**src/rtl/cam_r_unloader.sv**
```systemverilog
// cam_r_unloader: sweeps the CAM R read addresses (row or column mode), captures
// each sample one cycle after its address and streams it out through a 2-entry
// FIFO on a valid/ready interface.
//
// state | meaning
// IDLE  | waiting for start; busy low
// READ  | issuing addresses 0..N-1, throttled by FIFO space
// DRAIN | all addresses issued; waiting for last read and last pop
// DONE  | one-cycle done pulse
module cam_r_unloader #(
  parameter int DATA_WIDTH     = 4,
  parameter int DATA_DEPTH     = 4,
  parameter int ADDR_WIDTH_CAM = 8,
  parameter int OUT_WIDTH      = 4
) (
  input  logic                      clk,
  input  logic                      rst,
  input  logic                      start,
  input  logic                      col_mode,
  input  logic [ADDR_WIDTH_CAM-1:0] len,
  output logic                      busy,
  output logic                      done,
  output logic [ADDR_WIDTH_CAM-1:0] addr_output_Row_R,
  output logic [ADDR_WIDTH_CAM-1:0] addr_output_Col_R,
  input  logic [DATA_WIDTH-1:0]     Q_out_R_row,
  input  logic [DATA_DEPTH-1:0]     Q_out_R_col,
  output logic [OUT_WIDTH-1:0]      out_data,
  output logic [ADDR_WIDTH_CAM-1:0] out_index,
  output logic                      out_valid,
  input  logic                      out_ready
);

  localparam logic [ADDR_WIDTH_CAM-1:0] MAX_ROW = ADDR_WIDTH_CAM'(DATA_DEPTH);
  localparam logic [ADDR_WIDTH_CAM-1:0] MAX_COL = ADDR_WIDTH_CAM'(DATA_WIDTH);

  typedef enum logic [1:0] {
    S_IDLE  = 2'd0,
    S_READ  = 2'd1,
    S_DRAIN = 2'd2,
    S_DONE  = 2'd3
  } state_t;

  state_t                    state_q, state_d;
  logic                      col_mode_q, col_mode_d;
  logic [ADDR_WIDTH_CAM-1:0] n_q, n_d;
  logic [ADDR_WIDTH_CAM-1:0] idx_q, idx_d;
  logic [ADDR_WIDTH_CAM-1:0] addr_row_q, addr_row_d;
  logic [ADDR_WIDTH_CAM-1:0] addr_col_q, addr_col_d;
  logic                      rd_pend_q, rd_pend_d;
  logic                      wr_ptr_q, wr_ptr_d;
  logic                      rd_ptr_q, rd_ptr_d;
  logic [1:0]                cnt_q, cnt_d;
  logic [OUT_WIDTH-1:0]      fifo_data_q [2];
  logic [OUT_WIDTH-1:0]      fifo_data_d [2];
  logic [ADDR_WIDTH_CAM-1:0] fifo_idx_q  [2];
  logic [ADDR_WIDTH_CAM-1:0] fifo_idx_d  [2];

  logic [OUT_WIDTH-1:0]      sample;
  logic [ADDR_WIDTH_CAM-1:0] cur_addr;
  logic [ADDR_WIDTH_CAM-1:0] max_len;
  logic [ADDR_WIDTH_CAM-1:0] n_start;
  logic                      pop;
  logic                      push;
  logic [2:0]                occ;
  logic                      issue_ok;

  // Stream outputs come straight from the FIFO head; data is masked when empty.
  always_comb begin
    out_valid         = (cnt_q != 2'd0);
    out_data          = out_valid ? fifo_data_q[rd_ptr_q] : '0;
    out_index         = out_valid ? fifo_idx_q[rd_ptr_q]  : '0;
    busy              = (state_q != S_IDLE);
    done              = (state_q == S_DONE);
    addr_output_Row_R = addr_row_q;
    addr_output_Col_R = addr_col_q;
  end

  // Sample selection, length clamp and FIFO occupancy bookkeeping.
  always_comb begin
    sample = '0;
    if (col_mode_q) sample[DATA_DEPTH-1:0] = Q_out_R_col;
    else            sample[DATA_WIDTH-1:0] = Q_out_R_row;
    cur_addr = col_mode_q ? addr_col_q : addr_row_q;
    max_len  = col_mode ? MAX_COL : MAX_ROW;
    n_start  = ((len == '0) || (len > max_len)) ? max_len : len;
    pop      = out_valid & out_ready;
    push     = rd_pend_q;
    // Slots already spoken for: stored words plus the in-flight read, less this cycle's pop.
    occ      = {1'b0, cnt_q} + {2'b00, rd_pend_q} - {2'b00, pop};
    issue_ok = (occ < 3'd2);
  end

  // Next-state logic: FSM, address issue and FIFO pointer updates.
  always_comb begin
    state_d     = state_q;
    col_mode_d  = col_mode_q;
    n_d         = n_q;
    idx_d       = idx_q;
    addr_row_d  = addr_row_q;
    addr_col_d  = addr_col_q;
    rd_pend_d   = 1'b0;
    wr_ptr_d    = wr_ptr_q;
    rd_ptr_d    = rd_ptr_q;
    fifo_data_d = fifo_data_q;
    fifo_idx_d  = fifo_idx_q;

    if (push) begin
      fifo_data_d[wr_ptr_q] = sample;
      fifo_idx_d[wr_ptr_q]  = cur_addr;
      wr_ptr_d              = ~wr_ptr_q;
    end
    if (pop) rd_ptr_d = ~rd_ptr_q;
    cnt_d = cnt_q + {1'b0, push} - {1'b0, pop};

    unique case (state_q)
      S_IDLE: begin
        if (start) begin
          // Index 0 is issued on the accepting edge so it is addressed in the first busy cycle.
          state_d    = S_READ;
          col_mode_d = col_mode;
          n_d        = n_start;
          idx_d      = ADDR_WIDTH_CAM'(1);
          addr_row_d = '0;
          addr_col_d = '0;
          rd_pend_d  = 1'b1;
        end
      end
      S_READ: begin
        if (idx_q >= n_q) begin
          state_d = S_DRAIN;
        end else if (issue_ok) begin
          idx_d     = idx_q + ADDR_WIDTH_CAM'(1);
          rd_pend_d = 1'b1;
          if (col_mode_q) addr_col_d = idx_q;
          else            addr_row_d = idx_q;
        end
      end
      S_DRAIN: begin
        if (!rd_pend_q && (cnt_d == 2'd0)) state_d = S_DONE;
      end
      S_DONE: begin
        state_d = S_IDLE;
      end
      default: state_d = S_IDLE;
    endcase
  end

  // Control registers with synchronous reset; in-flight data is dropped on reset.
  always_ff @(posedge clk) begin
    if (rst) begin
      state_q    <= S_IDLE;
      col_mode_q <= 1'b0;
      n_q        <= '0;
      idx_q      <= '0;
      addr_row_q <= '0;
      addr_col_q <= '0;
      rd_pend_q  <= 1'b0;
      wr_ptr_q   <= 1'b0;
      rd_ptr_q   <= 1'b0;
      cnt_q      <= 2'd0;
    end else begin
      state_q    <= state_d;
      col_mode_q <= col_mode_d;
      n_q        <= n_d;
      idx_q      <= idx_d;
      addr_row_q <= addr_row_d;
      addr_col_q <= addr_col_d;
      rd_pend_q  <= rd_pend_d;
      wr_ptr_q   <= wr_ptr_d;
      rd_ptr_q   <= rd_ptr_d;
      cnt_q      <= cnt_d;
    end
  end

  // FIFO storage; contents are only observed while the count says they are valid.
  always_ff @(posedge clk) begin
    fifo_data_q <= fifo_data_d;
    fifo_idx_q  <= fifo_idx_d;
  end

endmodule

```
**config.mk**
```make
export PLATFORM = sky130hd
export DESIGN_NAME = cam_r_unloader
export DESIGN_NICKNAME = d
export VERILOG_FILES = /design/src/rtl/cam_r_unloader.sv
export SDC_FILE = /design/constraint.sdc
export NUM_CORES = 1
export LEC_CHECK = 0
export CAP_MARGIN = 25
export CORE_MARGIN = 10
export CORE_UTILIZATION = 35
export CTS_BUF_LIST = sky130_fd_sc_hd__clkbuf_2
export CTS_CLUSTER_DIAMETER = 30
export DETAILED_ROUTE_END_ITERATION = 12
export GPL_TIMING_DRIVEN = 0
export PLACE_DENSITY = 0.66
export SLEW_MARGIN = 30
export SYNTH_ARGS = -nofsm -noshare
export SYNTH_HDL_FRONTEND = slang
export SYNTH_SLANG_ARGS = --single-unit
```
**constraint.sdc**
```tcl
create_clock -name clk -period 3.4 [get_ports clk]
set_input_delay 0.34 -clock clk [delete_from_list [all_inputs] [get_ports clk]]
set_output_delay 0.34 -clock clk [all_outputs]
set_load 0.05 [all_outputs]
```
== Word level (Yosys, flattened, before mapping) ==
Index checks and enable logic that the tools add are counted.
Cells by class
  add/subtract/negate cells: 5
  order comparisons: 6
  equality and inequality tests: 10
  multiplexer cells: 38
  bitwise gates (word level): 5
  reduce and logical (&&, ||, !) cells: 15
Operators by type and width (number)
  8-bit two-way mux: 17
  8-bit one-hot mux with 2 select lines: 3
  4-bit two-way mux: 6
  16-bit bitwise mux: 1
  2-bit inequality test (second input constant): 7
  5-bit AND reduction: 2
  8-bit by 1-bit adder with 8-bit output (second input constant): 1
  8-bit bitwise mux: 1
  8-bit demux with 1-bit select: 1
  8-bit greater-or-equal comparator: 1
  8-bit by 3-bit > comparator with 1-bit output (second input constant): 1
  8-bit zero test: 1
  2-bit one-hot mux with 4 select lines: 1
  2-bit two-way mux: 3
  2-bit nonzero test: 3
  4-bit demux with 1-bit select: 1
  2-bit equality test (second input constant): 2
  2-bit greater-or-equal comparator (second input constant): 2
  2-bit zero test: 2
  1-bit NOT with 2-bit output: 2
  4-bit AND reduction: 1
  2-bit by 1-bit adder with 3-bit output: 1
  3-bit by 2-bit < comparator with 1-bit output (second input constant): 1
  1-bit two-way mux: 3
  other kinds (13): 15
Word-level totals
  register bits: 64
  input bits: 21
  output and inout port bits: 31
  word-level logic and storage cells: 93

== Logic depth before layout (Yosys ltp) ==
Gate-level depths: netlist of the first run.
  depth after elaboration: 7
  depth in mapped cells: 13
  mapped depth without buffers: 13

== Worst setup path after synthesis of the first run ==
OpenSTA, ideal clock, no wires.
  kind: reg-to-reg
  start point: reg cnt_q[1]
  end point: reg addr_row_q[1] (netlist: addr_output_Row_R[1])
  setup time: 0.117 ns
  data arrival time: 2.788 ns
  required time: 3.283 ns
  path slack: 0.495 ns
  cell stages (with the launch flop): 13
  buffers on the path: 0
  clock period less this slack: 2.905 ns
  cells stage by stage: dfxtp_1 nor2_1 nor2b_1 ha_1 inv_1 ha_1 inv_1 fa_1 nand2_1 nor2_1 a21oi_1 o41a_1 a22o_1
Between the ends
  word-level cells in the longest chain between the ends: 6
  elaborated cells between the ends (all ways): 7
  those cells by class: add/sub: 2; order compare: 1; eq/ne: 1; bitwise: 1; reduce/logical: 2
RTL lines
  start, declared: line 52  | logic [1:0] cnt_q, cnt_d;
  start signal, assigned: line 171  | cnt_q <= cnt_d;
  2-bit nonzero test: line 69  | out_valid = (cnt_q != 2'd0);
  1-bit AND: line 86  | pop = out_valid & out_ready;
  net pop: line 62  | logic pop;
  3-bit by 1-bit subtractor with 3-bit output: line 89  | occ = {1'b0, cnt_q} + {2'b00, rd_pend_q} - {2'b00, pop};
  3-bit by 2-bit < comparator with 1-bit output: line 90  | issue_ok = (occ < 3'd2);
  2-bit inequality test (no line)
  5-bit AND reduction (no line)
  end signal, assigned: line 166  | addr_row_q <= addr_row_d;
  end, declared: line 47  | logic [ADDR_WIDTH_CAM-1:0] addr_row_q, addr_row_d;
The timed path passes the listed nets, and every way through them passes these cells.
A chain may end at the register's enable or synchronous reset.

== Worst setup path after layout of the first run ==
  start point: reg cnt_q[1]
  end point: reg idx_q[7]
Between the ends
  word-level cells in the longest chain between the ends: 6
  elaborated cells between the ends (all ways): 7
  those cells by class: add/sub: 2; order compare: 1; eq/ne: 1; bitwise: 1; reduce/logical: 2
RTL lines
  2-bit nonzero test: line 69
  1-bit AND: line 86
  net pop: line 62
  3-bit by 1-bit subtractor with 3-bit output: line 89
  3-bit by 2-bit < comparator with 1-bit output: line 90
  2-bit inequality test (no line)
  4-bit AND reduction (no line)
  end signal, assigned: line 165  | idx_q <= idx_d;
  end, declared: line 46  | logic [ADDR_WIDTH_CAM-1:0] idx_q, idx_d;
The timed path passes the listed nets, and every way through them passes these cells.

==> reports/metrics.yaml, run 1 <==
place.gp.congestion: 0.860
grt_pass1_wl_mm: 10.4
ys_seq_elements: 64
hold_buffers: 0
dieArea_sq_um: 12300
setup.worst_path.end: "idx_q[7]"
antenna_cells: 0
clock-sinks: 64
drt_pass1_iterations: 4
critPathLaunchType: "register"
tightest_slew_ps: 772
final_cells: 437
worstReg2RegStart: "cnt_q[1]"
cts_tree: "done"
seq_area_frac_synth: 0.524
crit_type: "reg2reg"
wl_mm: 6.06
ys_types: 37
vias_per_cell: 4.84
clockRootBuffer: "clkbuf_2"
postCtsSetupBuffers: 0
grt_usage: 0.100
cts.clk_slew.worst_paths_ps: 190
antenna_left: 0
max-cap-violations: 0
nFillCells: 760
setup_viol: 0
cp.arrival_ps: 3540
dp_hpwl_mm: 4.82
ctsResizeCount: 0
dieWidth_um: 111
finClkSkew_ps: 18.0
initial_utilization: 0.357
dp_cells: 421
multiInputGateArea_sq_um: 1280
globalRouteOverflowTotal: 0
worst_hold_slack_ps: 410
worstPathMaxFanout: 6
rsz0062_at_grt: "no"
placed_cell_area_sq_um: 3550
drive_gt1_frac: 0.114
max_slew_margin: 0.485
ys_warn_count: 0
antenna_found_initial: 0
p_leak_nw: 1.36
ys.flop_type: "dfxtp_1"
period_minus_slack_ps: 3130
grt_start_max_net_pins: 13
powerDensity_nw_per_um2: 678
hold_violations: 0
drtIter0Drc: 162
finalPower_mw: 2.50
final_nets: 365
io_pins: 52
die_y_um: 111
period_share: 0.920
final_area_sq_um: 3690
hold_path_class: "in2reg"
grt_pass1_vias: 2126
cp_data_required_time_ps: 3810
fmaxAchievable_ghz: 0.320
avgSynthCellArea_sq_um: 11.0
wire_per_inst_um: 13.9
reg2reg_setup_slack_ps: 270
cp-end-kind: "register"
reg2reg_depth: 13
netlist_instances: 265
syn-cell-area_sq_um: 2900
synth_edf_count: 24
coreArea_sq_um: 8130
num_vias: 2116
status: "finished clean"
drcViolationCount: 0
peakVddDrop_mv: 0.200
cts_buffers: 9
r2r-end: "idx_q[7]"
report.final.slew_viol_count: 0
ff_latch_area_sq_um: 1520
clock_path_buffers: 2
area_growth_pct: 27.2
portBuffers: 51
clock_latency_ps: 480
critPathLaunch: "cnt_q[1]"
async_flop_share: 0
syn_nets: 303
rows: 33
cts_max_level: 3
-- through the flow --
| stage | TNS, ps | worst slack (ps) | util |
|---|---|---|---|
| floorplan | 0 | 495 | - |
| global placement | -227 | -33.0 | 0.436 |
| detailed placement | -553 | -76.5 | 0.436 |
| CTS | 0 | 12.5 | 0.453 |
| global route | 0 | 7.74 | 0.454 |
| finish | 0 | 271 | 0.454 |
-- how the worst min path moves through the flow --
stage / startpoint / end / slack (ps) / cells past startpoint
detailed placement: n_q[4] / n_q[4] / 450 / 2
finish: col_mode / col_mode_q / 410 / 3
CTS: col_mode / col_mode_q / 390 / 3
floorplan: n_q[3] / n_q[3] / 430 / 2
global route: col_mode / col_mode_q / 360 / 3
global placement: n_q[1] / n_q[1] / 440 / 2
-- per-layer routing --
layer  global-route usage  routed length, um  part of all wire  up-vias
met3               0.0373                381             0.063        4
met2                0.160               2730              0.45       59
met1                0.118               2910              0.48      965
met5                    0                  0                 0        -
li1                     -                  -                 -     1088
met4               0.0428                 40            0.0066        0
-- power by group --
part           internal (mW)  total (mW)  switching (mW)
clock network          0.245       0.518           0.273
logic                  0.366        1.06           0.697
registers              0.879       0.924          0.0451
-- layout by cell type, fill, tap and decap left out, types with 2 or more instances in the layout --
master,n
clkdlybuf4s50_1,51
dfxtp_1,40
nor2_1,24
edfxtp_1,24
inv_1,20
a22o_1,16
ha_1,16
nand2_1,14
mux2i_1,13
a21oi_1,13
mux2_2,12
clkbuf_2,9
nor3_1,7
o21ai_0,7
or3_1,6
clkbuf_1,5
buf_1,4
nand3_1,4
nand4_1,4
xnor2_1,3
o21a_1,3
or4_1,3
nor2_2,2
nor2b_1,2
and2_1,2
a21oi_2,2
a21o_1,2
o41a_1,2
or2_2,2
nor4_4,2
and3_1,2
clkinv_2,2
bufinv_16,2
-- synthesized netlist by cell type (all sizes together), types with 6 or more instances --
cell type	count	area share
mux2i	13	0.045
nand2	14	0.018
nor2	26	0.034
nor3	7	0.012
o21ai	7	0.012
inv	20	0.026
or3	6	0.013
mux2	12	0.047
a21oi	15	0.027
edfxtp	24	0.25
ha	16	0.069
dfxtp	40	0.28
a22o	16	0.048
-- area by class of cell --
type / count / area share
well taps: 105 / 0.0356
repair buffers: 51 / 0.138
inverters: 20 / 0.0203
flip-flops and latches: 64 / 0.412
plain buffers: 10 / 0.0105
clock inverters: 7 / 0.0257
multi-input cells: 171 / 0.346
clock buffers: 9 / 0.0122
-- logic make-up after synthesis --
logic type | Yosys count | synth area share
flip-flops | 64 | 0.524
AO/OA/AOI/OAI | 51 | 0.126
multiplexers | 25 | 0.0914
AND/OR/NAND/NOR | 75 | 0.134
buffers and inverters | 30 | 0.0392
adder cells (fa/ha/maj) | 17 | 0.0759
XOR/XNOR | 3 | 0.00905
-- worst max-delay path, cell delays in order (launching register included) --
cell	delay, ps
dfxtp_1	390
nor2_2	220
nor2b_1	110
ha_1	300
inv_1	60
ha_1	120
inv_1	50
fa_1	550
nand2_1	60
nor2_1	180
a21o_1	250
nand2_1	130
or4_1	480
a21oi_1	150
-- flip-flops by register name, indices dropped and copies added, names as in the netlist --
register	cells
wr_ptr_q	1
idx_q	8
push	1
col_mode_q	1
addr_output_Row_R	8
n_q	8
addr_output_Col_R	8
fifo_idx_q	16
fifo_data_q	8
state_q	2
cnt_q	2
rd_ptr_q	1
No activity file was read; power rests on OpenSTA's default activity.
==> run 2, diff against run 1 <==
--- a/config.mk
+++ b/config.mk
@@ -6,7 +6,7 @@
 export NUM_CORES = 1
 export LEC_CHECK = 0
 export CAP_MARGIN = 25
-export CORE_MARGIN = 10
+export CORE_MARGIN = 2
 export CORE_UTILIZATION = 35
 export CTS_BUF_LIST = sky130_fd_sc_hd__clkbuf_2
 export CTS_CLUSTER_DIAMETER = 30
==> run 2 against run 1 <==
Net effect: count of clock-buffer cells in the layout unchanged; maximum frequency down 1.7%; wire length down 5.2%; clock power up 6.8%; flip-flop and latch count unchanged; hold slack worse by 24 ps; global-route usage up 4.0 points; utilization about the same; sequential power about the same; clock skew down 0.85 ps; critical endpoint is now addr_output_Row_R[6]; non-clock buffer count unchanged.
==> reports/metrics.yaml, run 2 (synthesis results as in run 1) <==
cp-end-kind: "register"
num_vias: 2141
grt_pass1_wl_mm: 9.69
area_growth_pct: 27.4
dieWidth_um: 95.1
die_y_um: 95.1
dieArea_sq_um: 9040
cp.arrival_ps: 3600
grt_usage: 0.140
grt_start_max_net_pins: 14
drcViolationCount: 0
cts.clk_slew.worst_paths_ps: 190
finClkSkew_ps: 17.1
cts_tree: "done"
report.final.slew_viol_count: 0
r2r-end: "addr_output_Row_R[6]"
worst_hold_slack_ps: 386
max-cap-violations: 0
largest_reg_flops: 16
clockRootBuffer: "clkbuf_2"
wire_per_inst_um: 13.2
final_util: 0.455
peakVddDrop_mv: 0.242
hold_violations: 0
rsz0062_at_grt: "no"
coreArea_sq_um: 8130
status: "finished clean"
dp_hpwl_mm: 4.37
crit_type: "reg2reg"
globalRouteOverflowTotal: 0
reg2reg_depth: 12
cts_buffers: 9
antenna_cells: 0
drtIter0Drc: 91
worstPathMaxFanout: 8
hold_path_class: "in2reg"
critPathLaunchType: "register"
cp_data_required_time_ps: 3820
tightest_slew_ps: 745
clock_latency_ps: 500
drt_pass1_iterations: 4
antenna_found_initial: 0
place.gp.congestion: 0.877
grt_pass1_vias: 2088
reg2reg_setup_slack_ps: 220
hold_buffers: 0
p_leak_nw: 1.36
wl_mm: 5.75
vias_per_cell: 4.90
initial_utilization: 0.357
critPathLaunch: "cnt_q[1]"
setup.worst_path.end: "addr_output_Row_R[6]"
final_cell_mix: "51 x clkdlybuf4s50_1, 40 x dfxtp_1, 24 x nor2_1, 24 x edfxtp_1, 20 x inv_1"
drive_gt1_frac: 0.111
setup_viol: 0
postCtsSetupBuffers: 0
powerDensity_nw_per_um2: 686
io_pins: 52
finalPower_mw: 2.54
clock_path_buffers: 2
antenna_left: 0
clock-sinks: 64
final_nets: 365
cts_max_level: 3
fmaxAchievable_ghz: 0.314
final_common_cell: "clkdlybuf4s50_1"
max_slew_margin: 0.504
top_register: "fifo_idx_q"
portBuffers: 51
worstReg2RegStart: "cnt_q[1]"
rows: 33
period_share: 0.936
period_minus_slack_ps: 3180
[run 2: cell types whose count changed in the layout (fill, tap and decap cells not counted)]
cell | previous run | this run
a21oi_2 | 2 | 1
clkinv_2 | 2 | 0
inv_6 | 1 | 2
clkinv_4 | 1 | 2
a21oi_1 | 13 | 14
[run 2: final cells by class]
class                      count  area, sq um
sequential                    64         1520
multi-input combinational    171         1270
tap                          105          131
clock inverter                 7          103
inverter                      20         75.1
timing repair buffer          51          510
clock buffer                   9         45.0
buffer                        10         38.8
fill                         786         4440
[run 2: worst max-delay path, stage by stage (launching register included)]
cell and delay, ps:
dfxtp_1 390, nor2_2 220, nor2b_1 110, ha_1 300, inv_1 60, ha_1 130, inv_1 50, fa_1 550
nand2_1 60, nor2_1 130, a21oi_1 230, o41a_1 590, a22o_1 280
[run 2: what timing repair did]
item                                   in CTS  in global routing
gates resized for setup                     0                  1
setup endpoints to repair                   0                 16
endpoints found under the hold margin       0                  0
[run 2: power breakdown]
group	internal (mW)	total [mW]	switching, mW
Clock	0.251	0.553	0.302
Sequential	0.879	0.926	0.0463
Combinational	0.364	1.06	0.693
Total	1.49	2.54	1.04
[run 2: how the worst min path moves through the flow]
stage / slack [ps] / depth (start not counted) / startpoint / end
floorplan: 430 / 2 / n_q[3] / n_q[3]
global placement: 440 / 2 / n_q[1] / n_q[1]
detailed placement: 450 / 2 / n_q[1] / n_q[1]
CTS: 370 / 3 / col_mode / col_mode_q
global route: 370 / 3 / col_mode / col_mode_q
finish: 390 / 3 / col_mode / col_mode_q
[run 2: layer usage]
layer	part of all wire	wire, um	GRT usage
met1	0.46	2620	0.170
met2	0.47	2690	0.231
met3	0.057	328	0.0316
met4	0.019	111	0.0761
met5	0	0	0
[run 2: stage by stage]
stage,area [sq um],std cells,TNS (ps),worst slack (ps)
2_1_floorplan,2900,265,0,495
3_3_place_gp,3540,421,-130,-22.0
3_5_place_dp,3550,421,-357,-50.0
4_1_cts,3690,437,0,85.5
5_1_grt,3700,437,0,44.5
6_report,3700,437,0,217
==> run 3, diff against run 2 <==
--- a/config.mk
+++ b/config.mk
@@ -10,6 +10,7 @@
 export CORE_UTILIZATION = 35
 export CTS_BUF_LIST = sky130_fd_sc_hd__clkbuf_2
 export CTS_CLUSTER_DIAMETER = 30
+export CTS_CLUSTER_SIZE = 20
 export DETAILED_ROUTE_END_ITERATION = 12
 export GPL_TIMING_DRIVEN = 0
 export PLACE_DENSITY = 0.66
==> results of run 3 <==
The final DEF is identical to that of run 2; final timing and power are the same.
